`config.mk`:
```
export PLATFORM = sky130hd
export DESIGN_NAME = tlast_ptr_store_multi_flat
export DESIGN_NICKNAME = d
export VERILOG_FILES = /design/src/rtl/tlast_ptr_store_multi_pkg.sv /design/src/rtl/tlast_ptr_store_multi_if.sv /design/src/rtl/tlast_ptr_store_multi_ram.sv /design/src/rtl/tlast_ptr_store_multi.sv /design/src/flat_wrapper.sv
export SDC_FILE = /design/constraint.sdc
export NUM_CORES = 1
export LEC_CHECK = 0
export CAP_MARGIN = 20
export CORE_UTILIZATION = 30
export CTS_CLUSTER_SIZE = 14
export DETAILED_ROUTE_END_ITERATION = 6
export PLACE_DENSITY_LB_ADDON = 0.1
export SLEW_MARGIN = 5
export SYNTH_ARGS = -nofsm -noshare
export SYNTH_HDL_FRONTEND = slang
export SYNTH_SLANG_ARGS = --single-unit
```
`constraint.sdc`:
```
create_clock -name clk -period 6.28 [get_ports clk]
set_clock_uncertainty 0.2 [all_clocks]
set_input_delay 1.256 -clock clk [delete_from_list [all_inputs] [get_ports clk]]
set_output_delay 1.256 -clock clk [all_outputs]
set_load 0.01 [all_outputs]
```
`src/rtl/tlast_ptr_store_multi_pkg.sv`:
```
// Shared definitions for the per-line end-of-frame pointer store and the
// write/read logic that drives it: default geometry and {line,char} helpers.
package tlast_ptr_store_multi_pkg;

    localparam int LINE_AW_DEF = 2;
    localparam int CHAR_AW_DEF = 11;
    localparam int NL          = 2 ** LINE_AW_DEF;
    localparam int PW          = LINE_AW_DEF + CHAR_AW_DEF;

    typedef struct packed {
        logic ovw;
        logic unf;
    } err_flags_t;

    // A buffer pointer is {line, char}; the char field occupies the low char_aw bits.
    function automatic int unsigned line_of(input int unsigned ptr, input int unsigned char_aw);
        return ptr >> char_aw;
    endfunction

    function automatic int unsigned char_of(input int unsigned ptr, input int unsigned char_aw);
        return ptr & ((32'd1 << char_aw) - 32'd1);
    endfunction

endpackage

```
`src/rtl/tlast_ptr_store_multi_if.sv`:
```
// Commit/read/release bus between the packet-buffer write and read logic and
// the tlast pointer store.
interface tlast_ptr_store_multi_if
    import tlast_ptr_store_multi_pkg::*;
#(
    parameter int LINE_AW = LINE_AW_DEF,
    parameter int CHAR_AW = CHAR_AW_DEF
);

    localparam int PTR_W = LINE_AW + CHAR_AW;

    logic [PTR_W-1:0]   wr_ptr;
    logic               wr_commit;
    logic [PTR_W-1:0]   rd_ptr;
    logic               rd_release;

    logic               tlast_flag;
    logic               rd_valid;
    logic [CHAR_AW:0]   rd_len;
    logic [LINE_AW:0]   line_cnt;
    logic               full;
    logic               empty;
    logic               err_ovw;
    logic               err_unf;

    // master: the write/read logic; slave: the pointer store
    modport master (
        output wr_ptr, wr_commit, rd_ptr, rd_release,
        input  tlast_flag, rd_valid, rd_len, line_cnt, full, empty, err_ovw, err_unf
    );

    modport slave (
        input  wr_ptr, wr_commit, rd_ptr, rd_release,
        output tlast_flag, rd_valid, rd_len, line_cnt, full, empty, err_ovw, err_unf
    );

endinterface

```
`src/rtl/tlast_ptr_store_multi_ram.sv`:
```
// Small dual-port RAM: synchronous write, asynchronous (combinational) read.
// No reset; contents are only meaningful where the owner tracks them valid.
module dual_port_asyncout_ram #(
    parameter int D_WIDTH = 11,
    parameter int A_WIDTH = 2
) (
    input  logic               clk,
    input  logic               we,
    input  logic [A_WIDTH-1:0] waddr,
    input  logic [D_WIDTH-1:0] wdata,
    input  logic [A_WIDTH-1:0] raddr,
    output logic [D_WIDTH-1:0] rdata
);

    logic [D_WIDTH-1:0] mem [2**A_WIDTH];

    always_ff @(posedge clk) begin
        if (we) begin
            mem[waddr] <= wdata;
        end
    end

    assign rdata = mem[raddr];

endmodule

```
`src/rtl/tlast_ptr_store_multi.sv`:
```
// Per-line end-of-frame pointer store: one committed last-char pointer per
// buffer line, with valid bits, occupancy count, sticky errors and optional output register.
module tlast_ptr_store_multi
    import tlast_ptr_store_multi_pkg::*;
#(
    parameter int LINE_AW = LINE_AW_DEF,
    parameter int CHAR_AW = CHAR_AW_DEF,
    parameter int REG_OUT = 0
) (
    input  logic                    clk,
    input  logic                    rst_n,
    tlast_ptr_store_multi_if.slave  bus
);

    localparam int NUM_LINES = 2 ** LINE_AW;

    logic [LINE_AW-1:0]   wr_line;
    logic [CHAR_AW-1:0]   wr_char;
    logic [LINE_AW-1:0]   rd_line;
    logic [CHAR_AW-1:0]   rd_char;

    logic [NUM_LINES-1:0] valid_q;
    logic [NUM_LINES-1:0] valid_d;
    logic [LINE_AW:0]     cnt_q;
    logic [LINE_AW:0]     cnt_d;
    err_flags_t           err_q;
    err_flags_t           err_d;

    logic                 rel_hit;
    logic                 rel_ok;
    logic                 commit_ok;

    logic [CHAR_AW-1:0]   ram_rdata;
    logic                 rd_valid_c;
    logic                 tlast_c;
    logic [CHAR_AW:0]     rd_len_c;

    assign wr_line = LINE_AW'(line_of(32'(bus.wr_ptr), CHAR_AW));
    assign wr_char = CHAR_AW'(char_of(32'(bus.wr_ptr), CHAR_AW));
    assign rd_line = LINE_AW'(line_of(32'(bus.rd_ptr), CHAR_AW));
    assign rd_char = CHAR_AW'(char_of(32'(bus.rd_ptr), CHAR_AW));

    // Release is applied before commit, so a same-line release+commit frees
    // the line and immediately refills it without flagging an overwrite.
    always_comb begin
        rel_hit   = valid_q[rd_line];
        rel_ok    = bus.rd_release && rel_hit;
        commit_ok = bus.wr_commit &&
                    (!valid_q[wr_line] || (rel_ok && (wr_line == rd_line)));

        valid_d = valid_q;
        if (rel_ok) begin
            valid_d[rd_line] = 1'b0;
        end
        if (commit_ok) begin
            valid_d[wr_line] = 1'b1;
        end

        cnt_d = cnt_q;
        case ({commit_ok, rel_ok})
            2'b10:   cnt_d = cnt_q + 1'b1;
            2'b01:   cnt_d = cnt_q - 1'b1;
            default: cnt_d = cnt_q;
        endcase

        err_d = err_q;
        if (bus.wr_commit && !commit_ok) begin
            err_d.ovw = 1'b1;
        end
        if (bus.rd_release && !rel_hit) begin
            err_d.unf = 1'b1;
        end
    end

    always_ff @(posedge clk or negedge rst_n) begin
        if (!rst_n) begin
            valid_q <= '0;
            cnt_q   <= '0;
            err_q   <= '0;
        end else begin
            valid_q <= valid_d;
            cnt_q   <= cnt_d;
            err_q   <= err_d;
        end
    end

    dual_port_asyncout_ram #(
        .D_WIDTH (CHAR_AW),
        .A_WIDTH (LINE_AW)
    ) u_ptr_ram (
        .clk   (clk),
        .we    (commit_ok),
        .waddr (wr_line),
        .wdata (wr_char),
        .raddr (rd_line),
        .rdata (ram_rdata)
    );

    // Stale pointers of released lines stay in the RAM; valid masks them here.
    always_comb begin
        rd_valid_c = valid_q[rd_line];
        tlast_c    = rd_valid_c && (ram_rdata == rd_char);
        rd_len_c   = rd_valid_c ? ({1'b0, ram_rdata} + 1'b1) : '0;
    end

    generate
        if (REG_OUT != 0) begin : g_reg_out
            logic             tlast_q;
            logic             rd_valid_q;
            logic [CHAR_AW:0] rd_len_q;

            always_ff @(posedge clk or negedge rst_n) begin
                if (!rst_n) begin
                    tlast_q    <= 1'b0;
                    rd_valid_q <= 1'b0;
                    rd_len_q   <= '0;
                end else begin
                    tlast_q    <= tlast_c;
                    rd_valid_q <= rd_valid_c;
                    rd_len_q   <= rd_len_c;
                end
            end

            assign bus.tlast_flag = tlast_q;
            assign bus.rd_valid   = rd_valid_q;
            assign bus.rd_len     = rd_len_q;
        end else begin : g_comb_out
            assign bus.tlast_flag = tlast_c;
            assign bus.rd_valid   = rd_valid_c;
            assign bus.rd_len     = rd_len_c;
        end
    endgenerate

    assign bus.line_cnt = cnt_q;
    assign bus.full     = (cnt_q == (LINE_AW+1)'(NUM_LINES));
    assign bus.empty    = (cnt_q == '0);
    assign bus.err_ovw  = err_q.ovw;
    assign bus.err_unf  = err_q.unf;

endmodule

```
`src/flat_wrapper.sv`:
```
// flat-port wrapper written by rule: the top's interface ports become plain ports
module tlast_ptr_store_multi_flat import tlast_ptr_store_multi_pkg::*;
#(
    parameter int LINE_AW = LINE_AW_DEF,
    parameter int CHAR_AW = CHAR_AW_DEF,
    parameter int REG_OUT = 0
)
  (clk, rst_n, bus_wr_ptr, bus_wr_commit, bus_rd_ptr, bus_rd_release, bus_tlast_flag, bus_rd_valid, bus_rd_len, bus_line_cnt, bus_full, bus_empty, bus_err_ovw, bus_err_unf);
  tlast_ptr_store_multi_if #(.LINE_AW(LINE_AW), .CHAR_AW(CHAR_AW)) bus_i ();
  input  logic clk;
  input  logic rst_n;
  input wire logic [$bits(bus_i.wr_ptr)-1:0] bus_wr_ptr;
  input wire logic [$bits(bus_i.wr_commit)-1:0] bus_wr_commit;
  input wire logic [$bits(bus_i.rd_ptr)-1:0] bus_rd_ptr;
  input wire logic [$bits(bus_i.rd_release)-1:0] bus_rd_release;
  output wire logic [$bits(bus_i.tlast_flag)-1:0] bus_tlast_flag;
  output wire logic [$bits(bus_i.rd_valid)-1:0] bus_rd_valid;
  output wire logic [$bits(bus_i.rd_len)-1:0] bus_rd_len;
  output wire logic [$bits(bus_i.line_cnt)-1:0] bus_line_cnt;
  output wire logic [$bits(bus_i.full)-1:0] bus_full;
  output wire logic [$bits(bus_i.empty)-1:0] bus_empty;
  output wire logic [$bits(bus_i.err_ovw)-1:0] bus_err_ovw;
  output wire logic [$bits(bus_i.err_unf)-1:0] bus_err_unf;
  assign bus_i.wr_ptr = bus_wr_ptr;
  assign bus_i.wr_commit = bus_wr_commit;
  assign bus_i.rd_ptr = bus_rd_ptr;
  assign bus_i.rd_release = bus_rd_release;
  assign bus_tlast_flag = bus_i.tlast_flag;
  assign bus_rd_valid = bus_i.rd_valid;
  assign bus_rd_len = bus_i.rd_len;
  assign bus_line_cnt = bus_i.line_cnt;
  assign bus_full = bus_i.full;
  assign bus_empty = bus_i.empty;
  assign bus_err_ovw = bus_i.err_ovw;
  assign bus_err_unf = bus_i.err_unf;
  tlast_ptr_store_multi #(.LINE_AW(LINE_AW), .CHAR_AW(CHAR_AW), .REG_OUT(REG_OUT)) u_core (.clk(clk), .rst_n(rst_n), .bus(bus_i));
endmodule
```
# Yosys cells after proc, flatten, opt, wreduce, memory -nomap -nowiden
# Memories as Yosys holds them, arrays and structs flattened.
# Index checks and enable logic that the tools add are counted.
# word_totals
regBits,9
ram_bits,44
out_inout_bits,21
mem_count,1
elab_cells,48
# memory_table
name,depth,word_bits,rd,rd_ports_with_merged_regs,wr,line_no,rtl
u_core.u_ptr_ram.mem,4,11,1,0,1,tlast_ptr_store_multi_ram.sv:15,logic [D_WIDTH-1:0] mem [2**A_WIDTH];
# op_classes
n_reduce_logical,14
magnitude_cmp,4
muxes,14
add_sub_neg,3
n_bitwise,3
n_eq_ne,5
# op_table
cell,count
adder 11 x 1 -> 12 bit (second input constant),1
2-to-1 mux 12 bit,1
equality test 11 bit,1
logical AND 1 bit,8
2-to-1 mux 4 bit,2
less-than comparator 2 x 3 -> 1 bit (second input constant),2
2-to-1 mux 1 bit,6
case mux 3 bit (2 select lines),1
bitwise AND 4 bit,1
binary-select mux 1 bit (select 2 bit),2
demux 1 bit (select 2 bit),2
greater-or-equal comparator 2 x 1 -> 1 bit (second input constant),2
NOT 4 bit,1
OR 4 bit,1
adder 3 x 1 -> 3 bit (second input constant),1
equality test 3 bit (second input constant),1
zero test 1 bit,3
zero test 3 bit,1
subtractor 3 x 1 -> 3 bit (second input constant),1
equality test 2 x 1 -> 1 bit (second input constant),1
equality test 2 bit,1
equality test 2 bit (second input constant),1
nonzero test 2 bit,1
logical OR 1 bit,1

# Longest topological paths before layout
# depth
word_depth,9
mapped_depth,15
depth_no_buf,12

# Cells and area by module
# A second synthesis with hierarchy kept.
# unflattened
cells_unflattened,172
hier_area_um2,2588.7
# modules_own_cells
module,area_per_inst_um2,n_inst,cells_each,seq_area_each_um2
dual_port_asyncout_ram,1620.3,1,61,1321.3
tlast_ptr_store_multi,968.4,1,111,225.2

# Least setup slack after synthesis
# No wires, ideal clock.
# synth_timing
kind,in2out
startpoint,input bus_rd_ptr[11]
endpoint,output bus_rd_len[10]
path_stages,7
t_arrival_ns,2.949
slack_ns,1.875
path_buffers,2
path_cell_list,buf_6 -> buf_12 -> mux4_1 -> ha_1 -> nand2_1 -> or4_1 -> a21oi_1
# synth_between
elab_chain_cells,3
# synth_rtl
element,line_no,rtl
"start, declared",flat_wrapper.sv:14,input wire logic [$bits(bus_i.rd_ptr)-1:0] bus_rd_ptr;
memory (4 x 11 bit) / binary-select mux 1 bit (select 2 bit) (equally long branches),-,
adder 11 x 1 -> 12 bit / 2-to-1 mux 1 bit (equally long branches),"tlast_ptr_store_multi.sv:103, tlast_ptr_store_multi.sv:101",
2-to-1 mux 12 bit *,tlast_ptr_store_multi.sv:103,"rd_len_c = rd_valid_c ? ({1'b0, ram_rdata} + 1'b1) : '0;"
"end, declared",flat_wrapper.sv:18,output wire logic [$bits(bus_i.rd_len)-1:0] bus_rd_len;
# Mark *: on every way between the ends. The rest lies on a longest branch, timed or not. The select of a mux whose other input is x is not followed.

# Worst setup path in the final report
# Ends and elaborated chain as after synthesis.

==> results_dict.tcl <==
set metrics [dict create \
    internal_power_uw 611 \
    ant_nets 0 \
    wl_met2_um 2260 \
    drive_gt1_share_pct 9.82 \
    syn_area_sq_um 2520 \
    p_leak_nw 1.08 \
    critPathLaunchType "primary input" \
    n_fill_cell 766 \
    path_common_cell "clkdlybuf4s50_1" \
    hold_buffers 0 \
    synth_top_area_cell "edfxtp_1" \
    cts_root_buf "clkbuf_8" \
    drv_slew 0 \
    drt_pass1_iterations 4 \
    synth_fp_nets 201 \
    wl_met1_um 2440 \
    async_flop_share_pct 17.0 \
    ys_top_cells_by_count "edfxtp_1 (44), xnor2_1 (15), o21ai_0 (11)" \
    vias_per_cell 4.64 \
    std_cell_rows 33 \
    cts_buffers 5 \
    cts_resized 0 \
    slowest_delay_ns 0.87 \
    drcViolationCount 0 \
    fin_crit_ns 5.68 \
    finalSetupViolCount 0 \
    p_sw_uw 234 \
    nets 257 \
    clock_sinks 53 \
    syn_avg_cell_area_sq_um 15.0 \
    ir_drop_mv 0.0975 \
    cts_setup_buffers 0 \
    synth_area_leaders "edfxtp_1 (53%), dfrtp_1 (9.0%), mux4_1 (7.3%)" \
    top_layer_used "met4" \
    crit_arrival_ns 4.23 \
    sw_frac_of_total_pct 27.7 \
    grt_overflow 0 \
    drv_cap 0 \
    grt_pass1_vias 1462 \
    clock_latency_ns 0.30 \
    multi_input_area_sq_um 893 \
    finalHoldViolCount 0 \
    worstMarginPinSlew_ns 0.673 \
    holdWs_ns 0.264 \
    criticalPathCategory "primary input to output port" \
    wl_per_cell_um 15.4 \
    drtIter0Drc 73 \
    rsz0062_at_grt "false" \
    path_clk_slew_ns 0.09 \
    grt_max_degree 17 \
    met3_length_um 291 \
    power_density_nw_per_um2 262 \
    cts_tree "built" \
    ys_warn_count 0 \
    synth.most_common_cell "edfxtp_1" \
    syn_inst 168 \
    dieHeight_um 93.6 \
    ys_ff_latch 53 \
    start_util_pct 30.8 \
    cts_buffer_depth 2 \
    slowest_stage "clkdlybuf4s50_1" \
    core_area_sq_um 8180 \
    fmax_mhz 176 \
    synth-edff-count 44 \
    h-tree-depth 2 \
    seq_area_frac_synth_pct 61.5 \
    antenna_found_initial 0 \
    ff_latch_area_sq_um 1550 \
    drt-total-wl_um 5070 \
    dp.final_hpwl_um 3750 \
    finalCritPeriodShare_pct 90.5 \
    grt_pass1_wl_um 7910 \
    die_area_sq_um 8760 \
    worst-path-max-fanout 10 \
    clkPwrFrac_pct 21.9 \
    path_cells "clkdlybuf4s50_1, mux4_1, ha_1, nand2_1, or4_1, a21oi_1, clkdlybuf4s50_1" \
    diodes 0 \
    grt_usage_pct 12.5 \
    io_buffers 50 \
    worstSetupEndpointType "output port" \
    gp_congestion 0.807 \
    synth_top_area_share_pct 52.5 \
    status "complete, no violations" \
    combPwrFrac_pct 27.1 \
    ys_types 35 \
    die_w_um 93.6 \
    cp_data_required_time_ns 4.82 \
    area_growth_pct 28.1 \
    synth_ff_type "edfxtp_1" \
    relSlewSlack_pct 55.0 \
    vias 1526 \
    io_pins 51 \
    fin_tns_setup_ns 0 \
    hp-class "register to register" \
    seq_power_share_pct 51.0 \
]
[routing by layer]
layer | up-vias | GRT usage [%]
li1 | 761 | -
met1 | 718 | 17.0
met2 | 43 | 18.6
met3 | 4 | 3.33
met4 | 0 | 5.38
met5 | - | 0
[registers in the layout, summed over array words and instances (netlist names)]
signal / flops
u_core.u_ptr_ram.mem: 44
u_core.valid_q: 4
u_core.bus.line_cnt: 3
u_core.bus.err_ovw: 1
u_core.bus.err_unf: 1
[path summary, 6_finish.rpt]
path                                     from                      to  slack, ns  cells after the start
min in group asynchronous               rst_n      u_core.bus.err_ovw       1.06                      1
min                        u_core.bus.err_unf      u_core.bus.err_unf       0.26                      1
max                            bus_rd_ptr[11]          bus_rd_len[10]       0.60                      7
max in group asynchronous               rst_n  u_core.bus.line_cnt[0]       4.51                      1
min reg2reg                u_core.bus.err_unf      u_core.bus.err_unf       0.26                      1
max reg2reg                 u_core.valid_q[0]  u_core.bus.line_cnt[2]       3.40                     12
[power groups by stage]
stage,Clock [mW],Sequential (mW),Combinational (mW)
floorplan,0,0.439,0.120
global placement,0,0.440,0.234
detailed placement,0,0.439,0.232
CTS,0.192,0.431,0.233
global route,0.207,0.435,0.254
finish,0.185,0.431,0.229
[layout make-up]
type / count / area share [%]
inverters: 6 / 0.698
clock buffers: 5 / 2.13
flip-flops and latches: 53 / 48.0
multi-input cells: 102 / 27.7
clock inverters: 2 / 0.504
repair buffers: 56 / 16.9
well taps: 105 / 4.07
[through the flow]
step | cells | area (sq um) | utilization (%) | power [mW] | setup slack (ns)
global route | 329 | 3220 | 39.4 | 0.896 | 0.428
global placement | 322 | 3140 | 38.4 | 0.674 | 0.556
CTS | 329 | 3220 | 39.4 | 0.856 | 0.537
detailed placement | 322 | 3140 | 38.4 | 0.671 | 0.542
floorplan | 168 | 2520 | - | 0.560 | 1.87
finish | 329 | 3220 | 39.4 | 0.845 | 0.598
[cells in the final DEF, fill, tap and decap left out, types with 4 or more instances in the layout]
cell	instances
inv_1	6
nand3_1	4
clkbuf_8	5
buf_4	6
edfxtp_1	44
nand4_1	4
mux4_2	5
a21oi_1	6
o21ai_0	11
xor2_1	4
nand2_1	8
nor2_1	8
clkdlybuf4s50_1	50
dfrtp_1	9
o31ai_1	4
xnor2_1	15
mux4_1	7
[worst max-delay path, delay by kind of cell]
kind | cells | cell delay, ns
fa+ha+maj | 1 | 0.23
buf+inv | 2 | 1.42
mux | 1 | 0.48
simple gates | 2 | 0.66
compound gates | 1 | 0.17
[cell families after synthesis]
kind of cell / after synthesis / share of synthesized area (%)
simple gates: 41 / 8.65
mux: 14 / 12.6
compound gates: 25 / 5.82
xor+xnor: 19 / 6.61
buf+inv: 13 / 3.03
fa+ha+maj: 3 / 1.79
flops: 53 / 61.5
Power figures use the tool's default switching activity.
